$ cat src/rtl/btb_2way_tagged_pkg.sv
// Shared defaults and way-select encoding for the 2-way tagged BTB.
package btb_2way_tagged_pkg;

  localparam int DEF_PC_W  = 16;
  localparam int DEF_IDX_W = 4;

  // Way-select encoding; also the meaning of each per-set LRU bit (victim way).
  typedef enum logic {
    WAY0 = 1'b0,
    WAY1 = 1'b1
  } way_e;

endpackage

$ cat src/rtl/btb_2way_tagged_way.sv
// One BTB way: SETS entries of {valid, tag, target}.
// Two combinational read ports (fetch lookup and resolved-branch update), each with its own tag compare.
// One synchronous write/clear port at the update index.
// Priority is rst > flush > write > clear.
module btb_2way_tagged_way #(
  parameter int PC_W  = 16,
  parameter int IDX_W = 4,
  parameter int TAG_W = PC_W - IDX_W - 1
) (
  input  logic             clk,
  input  logic             rst,
  input  logic             i_flush,
  input  logic [IDX_W-1:0] i_rd_idx,
  input  logic [TAG_W-1:0] i_rd_tag,
  output logic             o_rd_hit,
  output logic [PC_W-1:0]  o_rd_target,
  input  logic [IDX_W-1:0] i_upd_idx,
  input  logic [TAG_W-1:0] i_upd_tag,
  output logic             o_upd_hit,
  output logic             o_upd_valid,
  input  logic             i_wr_en,
  input  logic [PC_W-1:0]  i_wr_target,
  input  logic             i_clr_en
);

  localparam int SETS = 2 ** IDX_W;

  logic             r_valid  [SETS];
  logic [TAG_W-1:0] r_tag    [SETS];
  logic [PC_W-1:0]  r_target [SETS];

  // Entry storage: reset clears everything, flush only drops valid bits (tags/targets may go stale).
  always_ff @(posedge clk) begin
    if (rst) begin
      for (int i = 0; i < SETS; i++) begin
        r_valid[i]  <= 1'b0;
        r_tag[i]    <= '0;
        r_target[i] <= '0;
      end
    end else if (i_flush) begin
      for (int i = 0; i < SETS; i++) begin
        r_valid[i] <= 1'b0;
      end
    end else if (i_wr_en) begin
      r_valid[i_upd_idx]  <= 1'b1;
      r_tag[i_upd_idx]    <= i_upd_tag;
      r_target[i_upd_idx] <= i_wr_target;
    end else if (i_clr_en) begin
      r_valid[i_upd_idx] <= 1'b0;
    end
  end

  assign o_rd_hit    = r_valid[i_rd_idx] && (r_tag[i_rd_idx] == i_rd_tag);
  assign o_rd_target = r_target[i_rd_idx];
  assign o_upd_valid = r_valid[i_upd_idx];
  assign o_upd_hit   = r_valid[i_upd_idx] && (r_tag[i_upd_idx] == i_upd_tag);

endmodule

$ cat src/rtl/btb_2way_tagged.sv
// 2-way set-associative tagged branch target buffer.
// Lookup is combinational with no bypass: an update is visible one cycle after its edge.
// Taken updates allocate or refresh an entry; not-taken updates invalidate a matching entry.
// Each set has an LRU bit naming its next victim way.
module btb_2way_tagged
  import btb_2way_tagged_pkg::*;
#(
  parameter int PC_W  = DEF_PC_W,
  parameter int IDX_W = DEF_IDX_W
) (
  input  logic            clk,
  input  logic            rst,
  input  logic            flush,
  input  logic [PC_W-1:0] lookup_pc,
  output logic            hit,
  output logic [PC_W-1:0] predicted_target,
  input  logic            upd_en,
  input  logic [PC_W-1:0] upd_pc,
  input  logic            upd_taken,
  input  logic [PC_W-1:0] upd_target
);

  localparam int TAG_W = PC_W - IDX_W - 1;
  localparam int SETS  = 2 ** IDX_W;

  logic [IDX_W-1:0] w_l_idx, w_u_idx;
  logic [TAG_W-1:0] w_l_tag, w_u_tag;
  logic             w_l_hit0, w_l_hit1;
  logic [PC_W-1:0]  w_l_tgt0, w_l_tgt1;
  logic             w_u_hit0, w_u_hit1, w_u_val0, w_u_val1;
  logic             w_u_hit;
  way_e             w_hit_way, w_victim, w_wr_way;
  logic             w_wr0, w_wr1, w_clr0, w_clr1;
  logic             w_unused_pc0;
  logic [SETS-1:0]  r_lru;

  // Bit 0 is never part of the address: instructions are halfword aligned.
  assign w_unused_pc0 = lookup_pc[0] ^ upd_pc[0];

  assign w_l_idx = lookup_pc[IDX_W:1];
  assign w_l_tag = lookup_pc[PC_W-1:IDX_W+1];
  assign w_u_idx = upd_pc[IDX_W:1];
  assign w_u_tag = upd_pc[PC_W-1:IDX_W+1];

  // Way 0 takes precedence wherever both ways could match.
  assign w_u_hit   = w_u_hit0 | w_u_hit1;
  assign w_hit_way = w_u_hit0 ? WAY0 : WAY1;
  assign w_victim  = !w_u_val0 ? WAY0 : (!w_u_val1 ? WAY1 : way_e'(r_lru[w_u_idx]));
  assign w_wr_way  = w_u_hit ? w_hit_way : w_victim;

  assign w_wr0  = upd_en && upd_taken && (w_wr_way == WAY0);
  assign w_wr1  = upd_en && upd_taken && (w_wr_way == WAY1);
  assign w_clr0 = upd_en && !upd_taken && w_u_hit && (w_hit_way == WAY0);
  assign w_clr1 = upd_en && !upd_taken && w_u_hit && (w_hit_way == WAY1);

  btb_2way_tagged_way #(.PC_W(PC_W), .IDX_W(IDX_W), .TAG_W(TAG_W)) u_way0 (
    .clk(clk), .rst(rst), .i_flush(flush),
    .i_rd_idx(w_l_idx), .i_rd_tag(w_l_tag), .o_rd_hit(w_l_hit0), .o_rd_target(w_l_tgt0),
    .i_upd_idx(w_u_idx), .i_upd_tag(w_u_tag), .o_upd_hit(w_u_hit0), .o_upd_valid(w_u_val0),
    .i_wr_en(w_wr0), .i_wr_target(upd_target), .i_clr_en(w_clr0)
  );

  btb_2way_tagged_way #(.PC_W(PC_W), .IDX_W(IDX_W), .TAG_W(TAG_W)) u_way1 (
    .clk(clk), .rst(rst), .i_flush(flush),
    .i_rd_idx(w_l_idx), .i_rd_tag(w_l_tag), .o_rd_hit(w_l_hit1), .o_rd_target(w_l_tgt1),
    .i_upd_idx(w_u_idx), .i_upd_tag(w_u_tag), .o_upd_hit(w_u_hit1), .o_upd_valid(w_u_val1),
    .i_wr_en(w_wr1), .i_wr_target(upd_target), .i_clr_en(w_clr1)
  );

  // LRU: after a write the other way becomes victim; after an invalidate the freed way becomes victim.
  always_ff @(posedge clk) begin
    if (rst) begin
      r_lru <= '0;
    end else if (flush) begin
      r_lru <= '0;
    end else if (upd_en) begin
      if (upd_taken) begin
        r_lru[w_u_idx] <= (w_wr_way == WAY0) ? WAY1 : WAY0;
      end else if (w_u_hit) begin
        r_lru[w_u_idx] <= w_hit_way;
      end
    end
  end

  assign hit              = w_l_hit0 | w_l_hit1;
  assign predicted_target = w_l_hit0 ? w_l_tgt0 : (w_l_hit1 ? w_l_tgt1 : '0);

endmodule

$ cat config.mk
export PLATFORM = sky130hd
export DESIGN_NAME = btb_2way_tagged
export DESIGN_NICKNAME = d
export VERILOG_FILES = /design/src/rtl/btb_2way_tagged_pkg.sv /design/src/rtl/btb_2way_tagged_way.sv /design/src/rtl/btb_2way_tagged.sv
export SDC_FILE = /design/constraint.sdc
export NUM_CORES = 1
export LEC_CHECK = 0
export CAP_MARGIN = 15
export CORE_UTILIZATION = 40
export CTS_CLUSTER_DIAMETER = 60
export DETAILED_ROUTE_END_ITERATION = 6
export GPL_ROUTABILITY_DRIVEN = 0
export PLACE_DENSITY_LB_ADDON = 0.08
export SETUP_SLACK_MARGIN = 0.2
export SLEW_MARGIN = 25
export SYNTH_ARGS = -nofsm -noshare
export SYNTH_HDL_FRONTEND = slang
export SYNTH_SLANG_ARGS = --single-unit
$ cat constraint.sdc
create_clock -name clk -period 5.55 [get_ports clk]
set_clock_uncertainty 0.1 [all_clocks]
set_input_delay 1.11 -clock clk [delete_from_list [all_inputs] [get_ports clk]]
set_output_delay 1.11 -clock clk [all_outputs]
set_load 0.005 [all_outputs]
Word-level counts from Yosys, hierarchy flattened. Memory sizes are Yosys's and may differ from the RTL's. Index checks and enable logic that the tools add are counted.

Register bits after elaboration: 16. Bits in latches: 0. Memory bits (writable): 896. Bits in read-only memories: 0. Input port bits: 53. Logic and storage cells: 162. Memories kept: 6.

Memories: u_way0.r_target (depth 16, width 16, read ports 1, clocked after Yosys merged registers in 0, write ports 16, RTL line btb_2way_tagged_way.sv:30) `logic [PC_W-1:0] r_target [SETS];`; u_way1.r_target (depth 16, width 16, read ports 1, clocked after Yosys merged registers in 0, write ports 16, RTL line btb_2way_tagged_way.sv:30); u_way0.r_tag (depth 16, width 11, read ports 2, clocked after Yosys merged registers in 0, write ports 16, RTL line btb_2way_tagged_way.sv:29) `logic [TAG_W-1:0] r_tag [SETS];`; u_way1.r_tag (depth 16, width 11, read ports 2, clocked after Yosys merged registers in 0, write ports 16, RTL line btb_2way_tagged_way.sv:29); u_way0.r_valid (depth 16, width 1, read ports 2, clocked after Yosys merged registers in 0, write ports 16, RTL line btb_2way_tagged_way.sv:28) `logic r_valid [SETS];`; u_way1.r_valid (depth 16, width 1, read ports 2, clocked after Yosys merged registers in 0, write ports 16, RTL line btb_2way_tagged_way.sv:28).

$add $sub $neg: 0. Multiply operators: 0. Divide/modulo/power cells: 0. $lt $le $gt $ge: 2. Equal/unequal tests: 4. Shifts and indexed selects: 0. Muxes and demuxes: 90. Bitwise operators: 37. Reduce and logical (&&, ||, !) cells: 22.

Operators with widths (number): $mux 16 (6); $mux 1 (72); $eq 11x11->1 (4); $or 1x1->1 (36); $bwmux 16 (2); $reduce_or 16->1 (2); $mux 4 (6); $mux 11 (2); $reduce_or 11->1 (2); $logic_and 1x1->1 (12); $lt 4x5->1 const B (1); $bmux 1 s4 (1); $demux 1 s4 (1); $ge 4x1->1 const B (1); $reduce_and 2->1 (1); $reduce_bool 2->1 (1); $reduce_or 1->1 (2); $reduce_or 2->1 (1); $logic_not 1->1 (1); $not 1->1 (1).

Logic depth before layout (Yosys ltp). Gate-level depths: netlist (run 1).

Depth in word-level cells: 14. Gate-level depth with buffers: 15. Gate-level depth less buffers: 9.

Hierarchy. From an unflattened synthesis (run 1), not the netlist that was laid out.

Cell total of the unflattened synthesis: 2933. Area total of the unflattened synthesis: 45416.1 um^2.

Modules (own cells, without submodules): btb_2way_tagged_way at u_way0 (times used 1, cells each 1422, area each 22128.7 um^2, seq. area each 13452.9 um^2); btb_2way_tagged_way at u_way1 (times used 1, cells each 1374, area each 22127.5 um^2, seq. area each 13452.9 um^2); btb_2way_tagged (times used 1, cells each 137, area each 1159.9 um^2, seq. area each 320.3 um^2).

Worst setup path before layout (run 1). Ideal clock, no wire load.

Path kind: input-to-output. Start point: input port lookup_pc[1]. End point: output port predicted_target[10]. Arrival: 4282 ps. Data required time: 4340 ps. Slack: 58 ps. Cell stages on the path: 11. Buffers on the path: 4. Cells stage by stage: clkbuf_1 -> buf_2 -> buf_2 -> mux4_2 -> mux4_2 -> xnor2_1 -> nand4_1 -> nor3_1 -> clkbuf_1 -> nand2_1 -> o21ai_0.

Word-level cells in the longest chain between the ends: 5. Elaborated cells between the ends (all ways): 12.

RTL lines: from (decl) (RTL line btb_2way_tagged.sv:14) `input logic [PC_W-1:0] lookup_pc,`; $mem_v2 16x11; $eq 11x11->1 (RTL line btb_2way_tagged_way.sv:53) `assign o_rd_hit = r_valid[i_rd_idx] && (r_tag[i_rd_idx] == i_rd_tag);`; $logic_and 1x1->1 (RTL line btb_2way_tagged_way.sv:53); $mux 16 (RTL line btb_2way_tagged.sv:86) `assign predicted_target = w_l_hit0 ? w_l_tgt0 : (w_l_hit1 ? w_l_tgt1 : '0);`; $mux 16 * (RTL line btb_2way_tagged.sv:86); to (decl) (RTL line btb_2way_tagged.sv:16) `output logic [PC_W-1:0] predicted_target,`.

Every way passes the cells marked *; elsewhere a longest branch is shown, timed or not.

Final worst setup path (run 1).
Start point: input port lookup_pc[1]. End point: output port predicted_target[11].

The elaborated chain is that of the path after synthesis.

==> results of run 1 <==
## cell usage after synthesis (3+ instances only)
cell / count
edfxtp_1: 896
and2_1: 676
mux4_2: 352
clkbuf_1: 200
nor4_1: 196
nand2_1: 86
buf_2: 72
mux2i_1: 68
o21ai_0: 51
xnor2_1: 37
or2_2: 35
nor2_1: 31
buf_1: 30
mux2_2: 25
a21oi_1: 22
clkbuf_2: 21
nor3_2: 21
a32oi_1: 16
dfxtp_1: 16
nor3_1: 14
a22oi_1: 12
o22ai_1: 12
nand3_1: 10
buf_4: 8
buf_6: 8
xor2_1: 8
a221oi_1: 7
nand4_1: 7
nor2b_1: 7
nor3_4: 5
a22o_1: 4
nand2b_1: 4
nor3b_1: 4
o2bb2ai_1: 4
clkinv_1: 3
inv_2: 3
nand3b_1: 3
o2111ai_1: 3
o211ai_1: 3
o31ai_1: 3
## per-layer routing
metal	part of all wire (%)	global-route usage [%]
met5	0.034	0
met4	2.5	6.81
met3	7.5	4.29
met2	49	44.8
met1	41	37.5
## kinds of logic after synthesis
| logic type | synth area share (%) |
|---|---|
| multiplexers | 19.4 |
| buffers and inverters | 3.28 |
| AND/OR/NAND/NOR | 14.8 |
| flip-flops | 59.3 |
| XOR/XNOR | 0.859 |
| AO/OA/AOI/OAI | 2.36 |
## worst max-delay path, stage by stage
cell      delay [ns]
buf_16          0.15
buf_12          0.15
buf_12          0.12
buf_16          0.13
mux4_2          0.52
mux4_2          0.53
xnor2_1         0.17
nand4_1         0.18
nor3_4          0.25
buf_12          0.14
buf_12          0.12
buf_12          0.12
buf_12          0.15
buf_6           0.11
o21ai_2         0.06
clkbuf_2        0.11
## worst min path at each step
stage / startpoint / endpoint / slack (ns) / cells past startpoint
floorplan: r_lru[14] / r_lru[14] / 0.32 / 2
global placement: r_lru[4] / r_lru[4] / 0.33 / 2
detailed placement: r_lru[7] / r_lru[7] / 0.34 / 2
CTS: r_lru[7] / r_lru[7] / 0.35 / 2
global route: r_lru[7] / r_lru[7] / 0.37 / 2
finish: r_lru[4] / r_lru[4] / 0.35 / 2
## placed cells by master (no fill, tap or decap), types with 21 or more instances in the layout
master           netlist  layout
o21ai_0               51      36
xnor2_1               37      30
bufinv_16              0      21
nor2_1                31      30
mux4_2               352     352
nand2_1               86      79
nor3_4                 5      28
clkinv_1               3      25
buf_12                 0      84
clkdlybuf4s50_1        0      31
a21oi_1               22      22
and2_1               676     676
buf_4                  8     181
mux2_2                25      25
or2_2                 35      35
buf_2                 72      22
nor4_1               196     196
edfxtp_1             896     896
mux2i_1               68      68
clkbuf_16              0     112
## registers in the layout, indices dropped and copies added (netlist names)
register / cells
u_way0.r_target: 256
u_way1.r_tag: 176
u_way0.r_valid: 16
r_lru: 16
u_way1.r_valid: 16
u_way0.r_tag: 176
u_way1.r_target: 256
## power breakdown
| part | total (mW) | switching (mW) | internal, mW |
|---|---|---|---|
| Sequential | 7.88 | 0.0967 | 7.78 |
| Clock | 7.71 | 3.06 | 4.65 |
| Combinational | 1.78 | 1.05 | 0.728 |
## cell type report
class                      instances  area, um2  share of cell area, %
multi-input combinational       1755      17500                   32.3
tap                             1500       1880                   3.45
antenna                            1       2.50                0.00460
sequential                       912      27200                   50.1
inverter                           7       26.3                 0.0483
clock inverter                    77        996                   1.83
timing repair buffer             343       3870                   7.12
clock buffer                     126       2830                   5.21
## per-stage QoR
stage / worst slack [ns] / utilization (%)
6_report: 0.215 / 48.1
5_1_grt: 0.131 / 48.1
2_1_floorplan: 0.202 / -
3_5_place_dp: -0.586 / 44.2
3_3_place_gp: -0.676 / 44.2
4_1_cts: 0.0681 / 48.0
## repair_timing
| item | CTS | global route |
|---|---|---|
| resized for setup | 97 | 35 |
| setup endpoints to repair | 17 | 17 |
| cloned | 5 | 1 |
| pin swaps | 8 | 7 |
| buffers inserted | 11 | 8 |
==> metrics.txt, run 1 <==
# TYPE chip_impl_metric gauge
chip_impl_metric{name="worst_pin_slew",unit="ns"} 1.10
chip_impl_metric{name="postSynth.asyncResetShare",unit="%"} 0
chip_impl_metric{name="post-layout-total-power",unit="mW"} 17.4
chip_impl_info{name="min-delay-path-class",value="reg2reg"} 1
chip_impl_info{name="endpoint",value="predicted_target[11]"} 1
chip_impl_metric{name="grt_antenna_before_repair",unit=""} 7
chip_impl_metric{name="routed_wire_length_per_instance",unit="um"} 33.4
chip_impl_metric{name="count_of_maximum_capacitance_violations",unit=""} 0
chip_impl_metric{name="period_share",unit="%"} 96.1
chip_impl_metric{name="synth_seq_area_share",unit="%"} 59.3
chip_impl_metric{name="syn_inst",unit=""} 3013
chip_impl_info{name="launch_instance_of_the_worst_register_to_register_path",value="u_way1.r_tag[7][9]"} 1
chip_impl_info{name="clk_root_buffer_cell",value="clkbuf_16"} 1
chip_impl_metric{name="cts.sink_count",unit=""} 912
chip_impl_metric{name="critical_path_arrival",unit="ns"} 4.13
chip_impl_metric{name="initial_utilization",unit="%"} 40.6
chip_impl_info{name="violations",value="DRC"} 1
chip_impl_metric{name="vdd_ir_drop_max",unit="V"} 0.000271
chip_impl_metric{name="power_density",unit="nW/um2"} 319
chip_impl_metric{name="grtUsageTotal",unit="%"} 27.1
chip_impl_metric{name="cts_max_level",unit=""} 3
chip_impl_metric{name="layout-drive-gt1-share",unit="%"} 29.9
chip_impl_metric{name="mappedNetlistNets",unit=""} 3066
chip_impl_info{name="setup.worst_path.start_class",value="primary input"} 1
chip_impl_metric{name="detail-route-antenna-nets",unit=""} 0
chip_impl_metric{name="whs",unit="ns"} 0.355
chip_impl_metric{name="die_area",unit="um2"} 116000
chip_impl_metric{name="period_needed",unit="ns"} 5.34
chip_impl_metric{name="routed_wirelength",unit="um"} 157000
chip_impl_info{name="library_cell_with_the_largest_summed_area_after_synthesis",value="edfxtp_1"} 1
chip_impl_info{name="rsz_0062_raised_after_global_routing",value="yes"} 1
chip_impl_metric{name="cts-buffers-inserted",unit=""} 110
chip_impl_metric{name="postSynthAreaPerCell",unit="um2"} 15.2
chip_impl_metric{name="p_leak",unit="nW"} 19.3
chip_impl_metric{name="finalMaxSlewViolations",unit=""} 0
chip_impl_metric{name="grt_overflow_total",unit=""} 0
chip_impl_metric{name="final_cell_count_no_fill",unit=""} 4721
chip_impl_metric{name="synthesized_cell_area",unit="um2"} 45900
chip_impl_metric{name="drtPass1Iterations",unit=""} 7
chip_impl_metric{name="clk-insertion-delay-late",unit="ns"} 0.71
chip_impl_metric{name="final_cell_area",unit="um2"} 54400
chip_impl_metric{name="die_height",unit="um"} 341
chip_impl_metric{name="grt_first_pass_wirelength",unit="um"} 223000
chip_impl_metric{name="dpl-instance-area",unit="um2"} 50000
chip_impl_metric{name="synth-seq-cells",unit=""} 912
chip_impl_metric{name="dr.first_iter.drc_count",unit=""} 3421
chip_impl_metric{name="std_cell_rows",unit=""} 123
chip_impl_metric{name="drc",unit=""} 2
chip_impl_info{name="tritoncts",value="yes"} 1
chip_impl_metric{name="finalHoldViolCount",unit=""} 0
chip_impl_metric{name="data_required_time_at_the_worst_endpoint",unit="ns"} 4.34
chip_impl_metric{name="dp_cells",unit=""} 4493
chip_impl_metric{name="cts-root-to-sink-buffers",unit=""} 3
chip_impl_metric{name="cts_hold_repair.buffers",unit=""} 0
chip_impl_info{name="setup.worst_path.end_class",value="output port"} 1
chip_impl_info{name="postSynth.topFlopCell",value="edfxtp_1"} 1
chip_impl_metric{name="grt_max_degree",unit=""} 117
chip_impl_info{name="regToRegEndpoint",value="u_way1.r_tag[0][2]"} 1
chip_impl_metric{name="die_width",unit="um"} 341
chip_impl_metric{name="critPathMaxFanout",unit=""} 8
chip_impl_metric{name="synth_enable_flop_cells",unit=""} 896
chip_impl_metric{name="timing.reg2reg.setup_slack",unit="ns"} 1.09
chip_impl_metric{name="layout-area-overhead-vs-synth",unit="%"} 18.5
chip_impl_info{name="path_class",value="in2out"} 1
chip_impl_info{name="status",value="finished, violations left"} 1
chip_impl_metric{name="vias",unit=""} 28900
chip_impl_metric{name="numPortBuffers",unit=""} 67
chip_impl_info{name="setup.worst_path.start",value="lookup_pc[1]"} 1
chip_impl_metric{name="achievable-frequency",unit="GHz"} 0.187
chip_impl_metric{name="routed_via_density",unit=""} 6.13
chip_impl_metric{name="synth_top_area_share",unit="%"} 58.6
chip_impl_metric{name="hpwlAfterDp",unit="um"} 97100
chip_impl_info{name="post_synth_main_area_contributors",value="edfxtp_1 59%, mux4_2 17%, and2_1 9.2%"} 1
chip_impl_metric{name="post_synth_num_cell_types",unit=""} 64
chip_impl_metric{name="ys.warnings.count",unit=""} 0
chip_impl_metric{name="slew_headroom",unit="%"} 26.6
chip_impl_metric{name="path_clk_slew",unit="ns"} 0.06
chip_impl_metric{name="placeable_core_region",unit="um2"} 113000
chip_impl_metric{name="nNetsFinal",unit=""} 3182
chip_impl_metric{name="first_global_vias",unit=""} 29200
chip_impl_metric{name="nFillCells",unit=""} 9673
chip_impl_metric{name="top_level_ports",unit=""} 70
chip_impl_metric{name="finalSetupViolations",unit=""} 0
chip_impl_metric{name="r2r.worst_path.cells",unit=""} 12
chip_impl_metric{name="final.setup.tns",unit="ns"} 0
(Power assumes the default switching activity.)
==> inputs of run 2 (changes only) <==
==> constraint.sdc (replaced) <==
create_clock -name clk -period 5.92 [get_ports clk]
set_clock_uncertainty 0.1 [all_clocks]
set_input_delay 1.184 -clock clk [delete_from_list [all_inputs] [get_ports clk]]
set_output_delay 1.184 -clock clk [all_outputs]
set_load 0.005 [all_outputs]
==> run 2 against run 1 <==
Against the previous run: the flow now finishes without violations; wire length shrank 1.1%; sequential power fell by 6.2%; first-iteration DRC count fell by 14%.
==> metrics.txt, run 2 (synthesized netlist as in run 1, its figures left out) <==
# TYPE chip_impl_metric gauge
chip_impl_metric{name="placeable_core_region",unit="um2"} 113000
chip_impl_info{name="path_class",value="in2out"} 1
chip_impl_metric{name="grtUsageTotal",unit="%"} 26.7
chip_impl_metric{name="timing.critical_path.depth",unit=""} 13
chip_impl_metric{name="data_required_time_at_the_worst_endpoint",unit="ns"} 4.64
chip_impl_metric{name="p_sw",unit="mW"} 3.83
chip_impl_info{name="cpLargestDelayFamily",value="buffers and inverters"} 1
chip_impl_metric{name="post-layout-total-power",unit="mW"} 15.6
chip_impl_metric{name="final_cell_area",unit="um2"} 53800
chip_impl_metric{name="critical_path_arrival",unit="ns"} 4.57
chip_impl_info{name="status",value="finished clean"} 1
chip_impl_metric{name="grt_overflow_total",unit=""} 0
chip_impl_metric{name="initial_utilization",unit="%"} 40.6
chip_impl_info{name="launch_instance_of_the_worst_register_to_register_path",value="u_way1.r_tag[7][9]"} 1
chip_impl_metric{name="share_clk_of_total_power",unit="%"} 42.0
chip_impl_metric{name="grt_first_pass_wirelength",unit="um"} 219000
chip_impl_metric{name="routed_wirelength",unit="um"} 156000
chip_impl_metric{name="period_needed",unit="ns"} 5.86
chip_impl_metric{name="layout-area-overhead-vs-synth",unit="%"} 17.2
chip_impl_metric{name="dr.first_iter.drc_count",unit=""} 2945
chip_impl_info{name="clk_root_buffer_cell",value="clkbuf_16"} 1
chip_impl_metric{name="nNetsFinal",unit=""} 3162
chip_impl_metric{name="die_width",unit="um"} 341
chip_impl_metric{name="top_level_ports",unit=""} 70
chip_impl_info{name="rsz_0062_raised_after_global_routing",value="yes"} 1
chip_impl_metric{name="cts-root-to-sink-buffers",unit=""} 3
chip_impl_metric{name="routed_wire_length_per_instance",unit="um"} 33.1
chip_impl_info{name="layout_commonest_cell",value="edfxtp_1"} 1
chip_impl_info{name="min-delay-path-class",value="reg2reg"} 1
chip_impl_metric{name="first_global_vias",unit=""} 29200
chip_impl_info{name="regToRegEndpoint",value="u_way0.r_tag[14][7]"} 1
chip_impl_metric{name="std_cell_rows",unit=""} 123
chip_impl_info{name="tritoncts",value="yes"} 1
chip_impl_metric{name="cts-buffers-inserted",unit=""} 108
chip_impl_metric{name="timing.critical_path.buf_inv",unit=""} 7
chip_impl_info{name="setup.worst_path.start_class",value="primary input"} 1
chip_impl_metric{name="slew_headroom",unit="%"} 32.4
chip_impl_metric{name="internal_power",unit="mW"} 11.7
chip_impl_metric{name="layout-drive-gt1-share",unit="%"} 28.4
chip_impl_metric{name="cts.sink_count",unit=""} 912
chip_impl_metric{name="dpl-instance-area",unit="um2"} 49800
chip_impl_metric{name="vias",unit=""} 28800
chip_impl_metric{name="power_frac_comb",unit="%"} 10.6
chip_impl_metric{name="finalSetupViolations",unit=""} 0
chip_impl_metric{name="period_share",unit="%"} 98.9
chip_impl_metric{name="part_of_the_power_in_registers",unit="%"} 47.5
chip_impl_metric{name="drtPass1Iterations",unit=""} 7
chip_impl_metric{name="count_of_maximum_capacitance_violations",unit=""} 0
chip_impl_metric{name="numPortBuffers",unit=""} 67
chip_impl_metric{name="p_leak",unit="nW"} 19.0
chip_impl_metric{name="hpwlAfterDp",unit="um"} 96400
chip_impl_info{name="timing.critical_path.cells",value="buf_16 > buf_4 > clkbuf_16 > mux4_2 > mux4_2 > xnor2_1 > nand4_1 > nor3_4 > buf_12 > buf_4 > o21ai_2 > buf_4 > clkdlybuf4s50_1"} 1
chip_impl_metric{name="critPathMaxFanout",unit=""} 15
chip_impl_info{name="endpoint",value="predicted_target[0]"} 1
chip_impl_metric{name="path_clk_slew",unit="ns"} 0.05
chip_impl_metric{name="timing.reg2reg.setup_slack",unit="ns"} 1.54
chip_impl_info{name="layout.cells.most_common_list",value="896 x edfxtp_1, 676 x and2_1, 352 x mux4_2, 196 x nor4_1, 178 x buf_4"} 1
chip_impl_metric{name="cts_max_level",unit=""} 3
chip_impl_metric{name="vdd_ir_drop_max",unit="V"} 0.000207
chip_impl_metric{name="achievable-frequency",unit="GHz"} 0.171
chip_impl_metric{name="power_density",unit="nW/um2"} 289
chip_impl_metric{name="r2r.worst_path.cells",unit=""} 10
chip_impl_metric{name="whs",unit="ns"} 0.351
chip_impl_metric{name="worst_pin_slew",unit="ns"} 1.01
chip_impl_info{name="critical-path-slowest-cell",value="mux4_2"} 1
chip_impl_metric{name="finalMaxSlewViolations",unit=""} 0
chip_impl_metric{name="cts_hold_repair.buffers",unit=""} 0
chip_impl_metric{name="routed_via_density",unit=""} 6.12
chip_impl_metric{name="slowest_delay",unit="ns"} 0.56
chip_impl_metric{name="grt_antenna_before_repair",unit=""} 2
chip_impl_metric{name="die_area",unit="um2"} 116000
chip_impl_metric{name="die_height",unit="um"} 341
chip_impl_info{name="setup.worst_path.start",value="lookup_pc[1]"} 1
chip_impl_metric{name="finalHoldViolCount",unit=""} 0
chip_impl_info{name="setup.worst_path.end_class",value="output port"} 1
chip_impl_metric{name="grt_max_degree",unit=""} 97
chip_impl_info{name="critical-path-top-cell-by-count",value="buf_4"} 1
chip_impl_metric{name="detail-route-antenna-nets",unit=""} 0
chip_impl_metric{name="drc",unit=""} 0
chip_impl_metric{name="clk-insertion-delay-late",unit="ns"} 0.71
chip_impl_info{name="reg_top3",value="u_way0.r_target (256), u_way1.r_target (256)"} 1
chip_impl_metric{name="post-route-util",unit="%"} 47.5
chip_impl_metric{name="switching_share",unit="%"} 24.6
==> run 2: changes by cell type in the layout (fill, tap and decap cells not counted), moves of 6 or more <==
cell	delta
buf_2	-13
bufinv_16	-13
clkdlybuf4s50_1	+13
buf_12	-12
dlymetal6s2s_1	+7
buf_6	-6
clkinv_2	+6
nand2_1	+6
==> run 2: what timing repair did <==
action | 4_1_cts | 5_1_grt
buffers inserted | 6 | 13
cloned | 1 | 5
setup endpoints to repair | 16 | 16
pin swaps | 1 | 2
gates resized for setup | 29 | 23
==> run 2: worst min-delay path by stage <==
stage	startpoint	endpoint	slack, ns	cells after the start
after floorplan	r_lru[14]	r_lru[14]	0.32	2
after global placement	r_lru[8]	r_lru[8]	0.33	2
after detailed placement	r_lru[12]	r_lru[12]	0.34	2
after CTS	r_lru[6]	r_lru[6]	0.35	2
after global routing	r_lru[12]	r_lru[12]	0.37	2
final	r_lru[14]	r_lru[14]	0.35	2
==> run 2: stage by stage <==
stage / std cells / TNS [ns] / setup slack [ns]
after floorplan: 3013 / 0 / 0.280
after global placement: 4474 / -1.20 / -0.304
after detailed placement: 4474 / -0.620 / -0.218
after CTS: 4683 / 0 / 0.118
after global routing: 4701 / 0 / 0.0121
final: 4704 / 0 / 0.0646
==> run 2: worst register-to-register path: stages (launching register included) <==
cell	delay, ns
edfxtp_1	0.41
mux4_2	0.47
mux4_2	0.50
xor2_1	0.17
a31oi_1	0.29
o2111ai_1	0.28
a2111oi_4	0.59
o22a_4	0.56
buf_4	0.31
buf_4	0.31
nor4_1	0.10
==> run 2: final cells by class <==
class                   count  area (um2)
flip-flops and latches    912       27200
clock inverters            72         601
repair buffers            325        3710
inverters                   7        26.3
fillers                  9809       59300
multi-input cells        1755       17500
diodes                      3        7.51
clock buffers             130        2850
well taps                1500        1880
==> run 2: layer usage <==
layer  global-route usage (%)  share of wire (%)  vias up
met3                     3.69                6.6      267
met4                     8.08                3.1        4
met5                        0              0.012        -
met1                     36.7                 42    15300
met2                     44.2                 49     1265
li1                         -                  -    11900
==> run 2: power by group through the flow <==
stage / clock network, mW / logic (mW) / registers, mW
floorplan: 0 / 0.927 / 7.48
global placement: 0 / 1.60 / 7.50
detailed placement: 0 / 1.61 / 7.52
CTS: 6.63 / 1.63 / 7.39
global route: 6.86 / 1.71 / 7.40
finish: 6.53 / 1.65 / 7.39
==> inputs of run 3 (changes only) <==
--- a/config.mk
+++ b/config.mk
@@ -6,11 +6,13 @@
 export NUM_CORES = 1
 export LEC_CHECK = 0
 export CAP_MARGIN = 15
+export CORE_MARGIN = 3
 export CORE_UTILIZATION = 40
 export CTS_CLUSTER_DIAMETER = 60
 export DETAILED_ROUTE_END_ITERATION = 6
 export GPL_ROUTABILITY_DRIVEN = 0
 export PLACE_DENSITY_LB_ADDON = 0.08
+export RECOVER_POWER = 50
 export SETUP_SLACK_MARGIN = 0.2
 export SLEW_MARGIN = 25
 export SYNTH_ARGS = -nofsm -noshare
==> run 3 against run 2 <==
Against the previous run: utilization fell by 0.53 points; via count fell by 0.33%; clock power barely moved; cell count fell by 0.19%; worst setup slack improved by 0.099 ns; first-iteration DRC count rose by 4.2%; sequential cell count did not move; wire length rose by 1.7%; largest cell class unchanged.
==> metrics.txt, run 3 (synthesized netlist as in run 1, its figures left out) <==
# TYPE chip_impl_metric gauge
chip_impl_metric{name="setup_slack",unit="ns"} 0.164
chip_impl_info{name="layout_commonest_cell",value="edfxtp_1"} 1
chip_impl_metric{name="final.setup.tns",unit="ns"} 0
chip_impl_metric{name="hpwlAfterDp",unit="um"} 96900
chip_impl_info{name="hold_path_end",value="r_lru[14]"} 1
chip_impl_metric{name="switching_share",unit="%"} 24.6
chip_impl_metric{name="part_of_the_power_in_registers",unit="%"} 47.6
chip_impl_metric{name="internal_power",unit="mW"} 11.7
chip_impl_metric{name="path_clk_slew",unit="ns"} 0.06
chip_impl_metric{name="post-route-util",unit="%"} 47.0
chip_impl_info{name="regToRegEndpoint",value="u_way1.r_tag[15][6]"} 1
chip_impl_metric{name="cts_max_level",unit=""} 3
chip_impl_info{name="critical-path-slowest-cell",value="clkbuf_2"} 1
chip_impl_info{name="worstHoldStart",value="r_lru[14]"} 1
chip_impl_metric{name="layout-drive-gt1-share",unit="%"} 27.3
chip_impl_metric{name="critical_path_arrival",unit="ns"} 6.21
chip_impl_metric{name="finalHoldViolCount",unit=""} 0
chip_impl_info{name="min-delay-path-class",value="reg2reg"} 1
chip_impl_metric{name="multiInputGateArea",unit="um2"} 17300
chip_impl_metric{name="critPathMaxFanout",unit=""} 24
chip_impl_metric{name="grtUsageTotal",unit="%"} 26.8
chip_impl_metric{name="routed_wire_length_per_instance",unit="um"} 33.7
chip_impl_info{name="status",value="finished clean"} 1
chip_impl_metric{name="timing.reg2reg.setup_slack",unit="ns"} 1.29
chip_impl_metric{name="area.sequential",unit="um2"} 27200
chip_impl_metric{name="count_of_maximum_capacitance_violations",unit=""} 0
chip_impl_metric{name="cts.sink_count",unit=""} 912
chip_impl_metric{name="routed_via_density",unit=""} 6.11
chip_impl_info{name="layout.cells.most_common_list",value="896 x edfxtp_1, 515 x and2_1, 352 x mux4_2, 196 x nor4_1, 161 x and2_0"} 1
chip_impl_metric{name="worst_pin_slew",unit="ns"} 1.09
chip_impl_metric{name="cts-root-to-sink-buffers",unit=""} 3
chip_impl_metric{name="layout-area-overhead-vs-synth",unit="%"} 15.9
chip_impl_metric{name="power_frac_comb",unit="%"} 10.2
chip_impl_metric{name="die_width",unit="um"} 345
chip_impl_info{name="timing.critical_path.cells",value="clkbuf_2 > clkbuf_1 > mux4_2 > nand3_1 > o2111ai_1 > o21ai_0 > o2111ai_1 > a2111oi_4 > o22ai_4 > buf_4 > nor3_1 > clkbuf_1 > and2_0"} 1
chip_impl_metric{name="finalMaxSlewViolations",unit=""} 0
chip_impl_metric{name="period_share",unit="%"} 97.2
chip_impl_metric{name="vdd_ir_drop_max",unit="V"} 0.000215
chip_impl_metric{name="grt_max_degree",unit=""} 121
chip_impl_info{name="rsz_0062_raised_after_global_routing",value="yes"} 1
chip_impl_info{name="path_class",value="in2reg"} 1
chip_impl_metric{name="power_density",unit="nW/um2"} 292
chip_impl_metric{name="nFillCells",unit=""} 9779
chip_impl_metric{name="finalSetupViolations",unit=""} 0
chip_impl_metric{name="cts_hold_repair.buffers",unit=""} 0
chip_impl_metric{name="dr.first_iter.drc_count",unit=""} 3070
chip_impl_info{name="setup.worst_path.end_class",value="flop"} 1
chip_impl_info{name="launch_instance_of_the_worst_register_to_register_path",value="u_way1.r_tag[0][9]"} 1
chip_impl_metric{name="placeable_core_region",unit="um2"} 113000
chip_impl_metric{name="achievable-frequency",unit="GHz"} 0.174
chip_impl_info{name="tritoncts",value="yes"} 1
chip_impl_info{name="setup.worst_path.start_class",value="primary input"} 1
chip_impl_metric{name="r2r.worst_path.cells",unit=""} 11
chip_impl_info{name="reg_top3",value="u_way0.r_target (256), u_way1.r_target (256)"} 1
chip_impl_metric{name="die_height",unit="um"} 345
chip_impl_info{name="cpLargestDelayFamily",value="buffers and inverters"} 1
chip_impl_metric{name="grt_overflow_total",unit=""} 0
chip_impl_metric{name="die_area",unit="um2"} 119000
chip_impl_metric{name="std_cell_rows",unit=""} 123
chip_impl_metric{name="detail-route-antenna-nets",unit=""} 0
chip_impl_metric{name="dp_worst_setup_slack",unit="ns"} -0.342
chip_impl_metric{name="period_needed",unit="ns"} 5.76
chip_impl_metric{name="nNetsFinal",unit=""} 3154
chip_impl_metric{name="data_required_time_at_the_worst_endpoint",unit="ns"} 6.38
chip_impl_metric{name="share_clk_of_total_power",unit="%"} 42.2
chip_impl_metric{name="routed_wirelength",unit="um"} 158000
chip_impl_metric{name="numPortBuffers",unit=""} 67
chip_impl_metric{name="grt_first_pass_wirelength",unit="um"} 224000
chip_impl_metric{name="p_leak",unit="nW"} 18.6
chip_impl_metric{name="slowest_delay",unit="ns"} 0.78
chip_impl_metric{name="top_level_ports",unit=""} 70
chip_impl_metric{name="initial_utilization",unit="%"} 40.6
chip_impl_metric{name="timing.critical_path.buf_inv",unit=""} 4
chip_impl_metric{name="timing.hold.worst_path_depth",unit=""} 2
chip_impl_metric{name="vias",unit=""} 28700
chip_impl_metric{name="grt_antenna_before_repair",unit=""} 8
chip_impl_metric{name="p_sw",unit="mW"} 3.82
chip_impl_metric{name="drtPass1Iterations",unit=""} 6
chip_impl_metric{name="clk-insertion-delay-late",unit="ns"} 0.71
chip_impl_info{name="clk_root_buffer_cell",value="clkbuf_16"} 1
chip_impl_metric{name="cts-buffers-inserted",unit=""} 111
chip_impl_metric{name="first_global_vias",unit=""} 29500
chip_impl_metric{name="slew_headroom",unit="%"} 27.1
chip_impl_metric{name="drc",unit=""} 0
[run 3: changes by cell type in the layout (fill, tap and decap cells not counted), sizes merged]
cell	previous run	this run
dlygate4sd2	0	3
buf	268	227
dlymetal6s2s	7	10
clkinvlp	5	9
clkbuf	135	174
inv	9	13
clkinv	57	46
diode	3	5
bufinv	8	6
clkdlybuf4s50	44	34
[run 3: power by group through the flow]
stage	Clock [mW]	Combinational, mW	Sequential, mW
5_1_grt	6.93	1.66	7.41
6_report	6.55	1.59	7.39
2_1_floorplan	0	0.927	7.48
4_1_cts	6.66	1.62	7.39
3_3_place_gp	0	1.60	7.50
3_5_place_dp	0	1.61	7.52
[run 3: worst register-to-register path: stages (launching register included)]
cell and delay, ns:
edfxtp_1 0.43, mux4_2 0.47, mux4_2 0.47, xor2_1 0.18, a31oi_1 0.22, o2111ai_1 0.28, a2111oi_4 0.64, o22ai_4 0.20
buf_4 0.20, nor3_1 0.41, clkbuf_1 0.63, and2_0 0.23
[run 3: layer usage]
layer	global-route usage (%)	vias up	wire (um)
li1	-	11900	-
met4	8.64	2	5860
met3	4.13	291	11300
met2	43.8	1301	75500
met5	0	-	13
met1	37.0	15200	65700
[run 3: metrics by stage]
step | cells | cell area (um2) | power (mW) | hold slack [ns]
5_1_grt | 4690 | 53200 | 16.0 | 0.363
3_3_place_gp | 4471 | 49800 | 9.10 | 0.332
2_1_floorplan | 3013 | 45900 | 8.40 | 0.322
6_report | 4695 | 53200 | 15.5 | 0.354
3_5_place_dp | 4471 | 49800 | 9.12 | 0.340
4_1_cts | 4679 | 53400 | 15.7 | 0.349
[run 3: cell type report]
cell class | count | area share (%)
clock buffer | 135 | 5.47
inverter | 7 | 0.0494
clock inverter | 67 | 1.10
sequential | 912 | 51.2
antenna | 5 | 0.0235
timing repair buffer | 314 | 6.14
multi-input combinational | 1755 | 32.5
tap | 1500 | 3.53
[run 3: timing repair]
item / in CTS / in global routing
setup endpoints to repair: 17 / 14
hold endpoints to repair: 0 / 0
cloned: 1 / 2
pin swaps: 1 / 2
resized for setup: 34 / 25
buffers inserted: 5 / 9
[run 3: worst max-delay path by stage]
stage	cells past startpoint	slack, ns	endpoint	startpoint
after CTS	11	0.20	predicted_target[0]	lookup_pc[1]
after global routing	12	0.07	u_way1.r_tag[15][3]	upd_pc[4]
after floorplan	11	0.28	predicted_target[10]	lookup_pc[1]
final	13	0.16	u_way1.r_tag[15][6]	upd_pc[4]
after global placement	11	-0.37	predicted_target[0]	lookup_pc[1]
after detailed placement	11	-0.34	predicted_target[0]	lookup_pc[1]
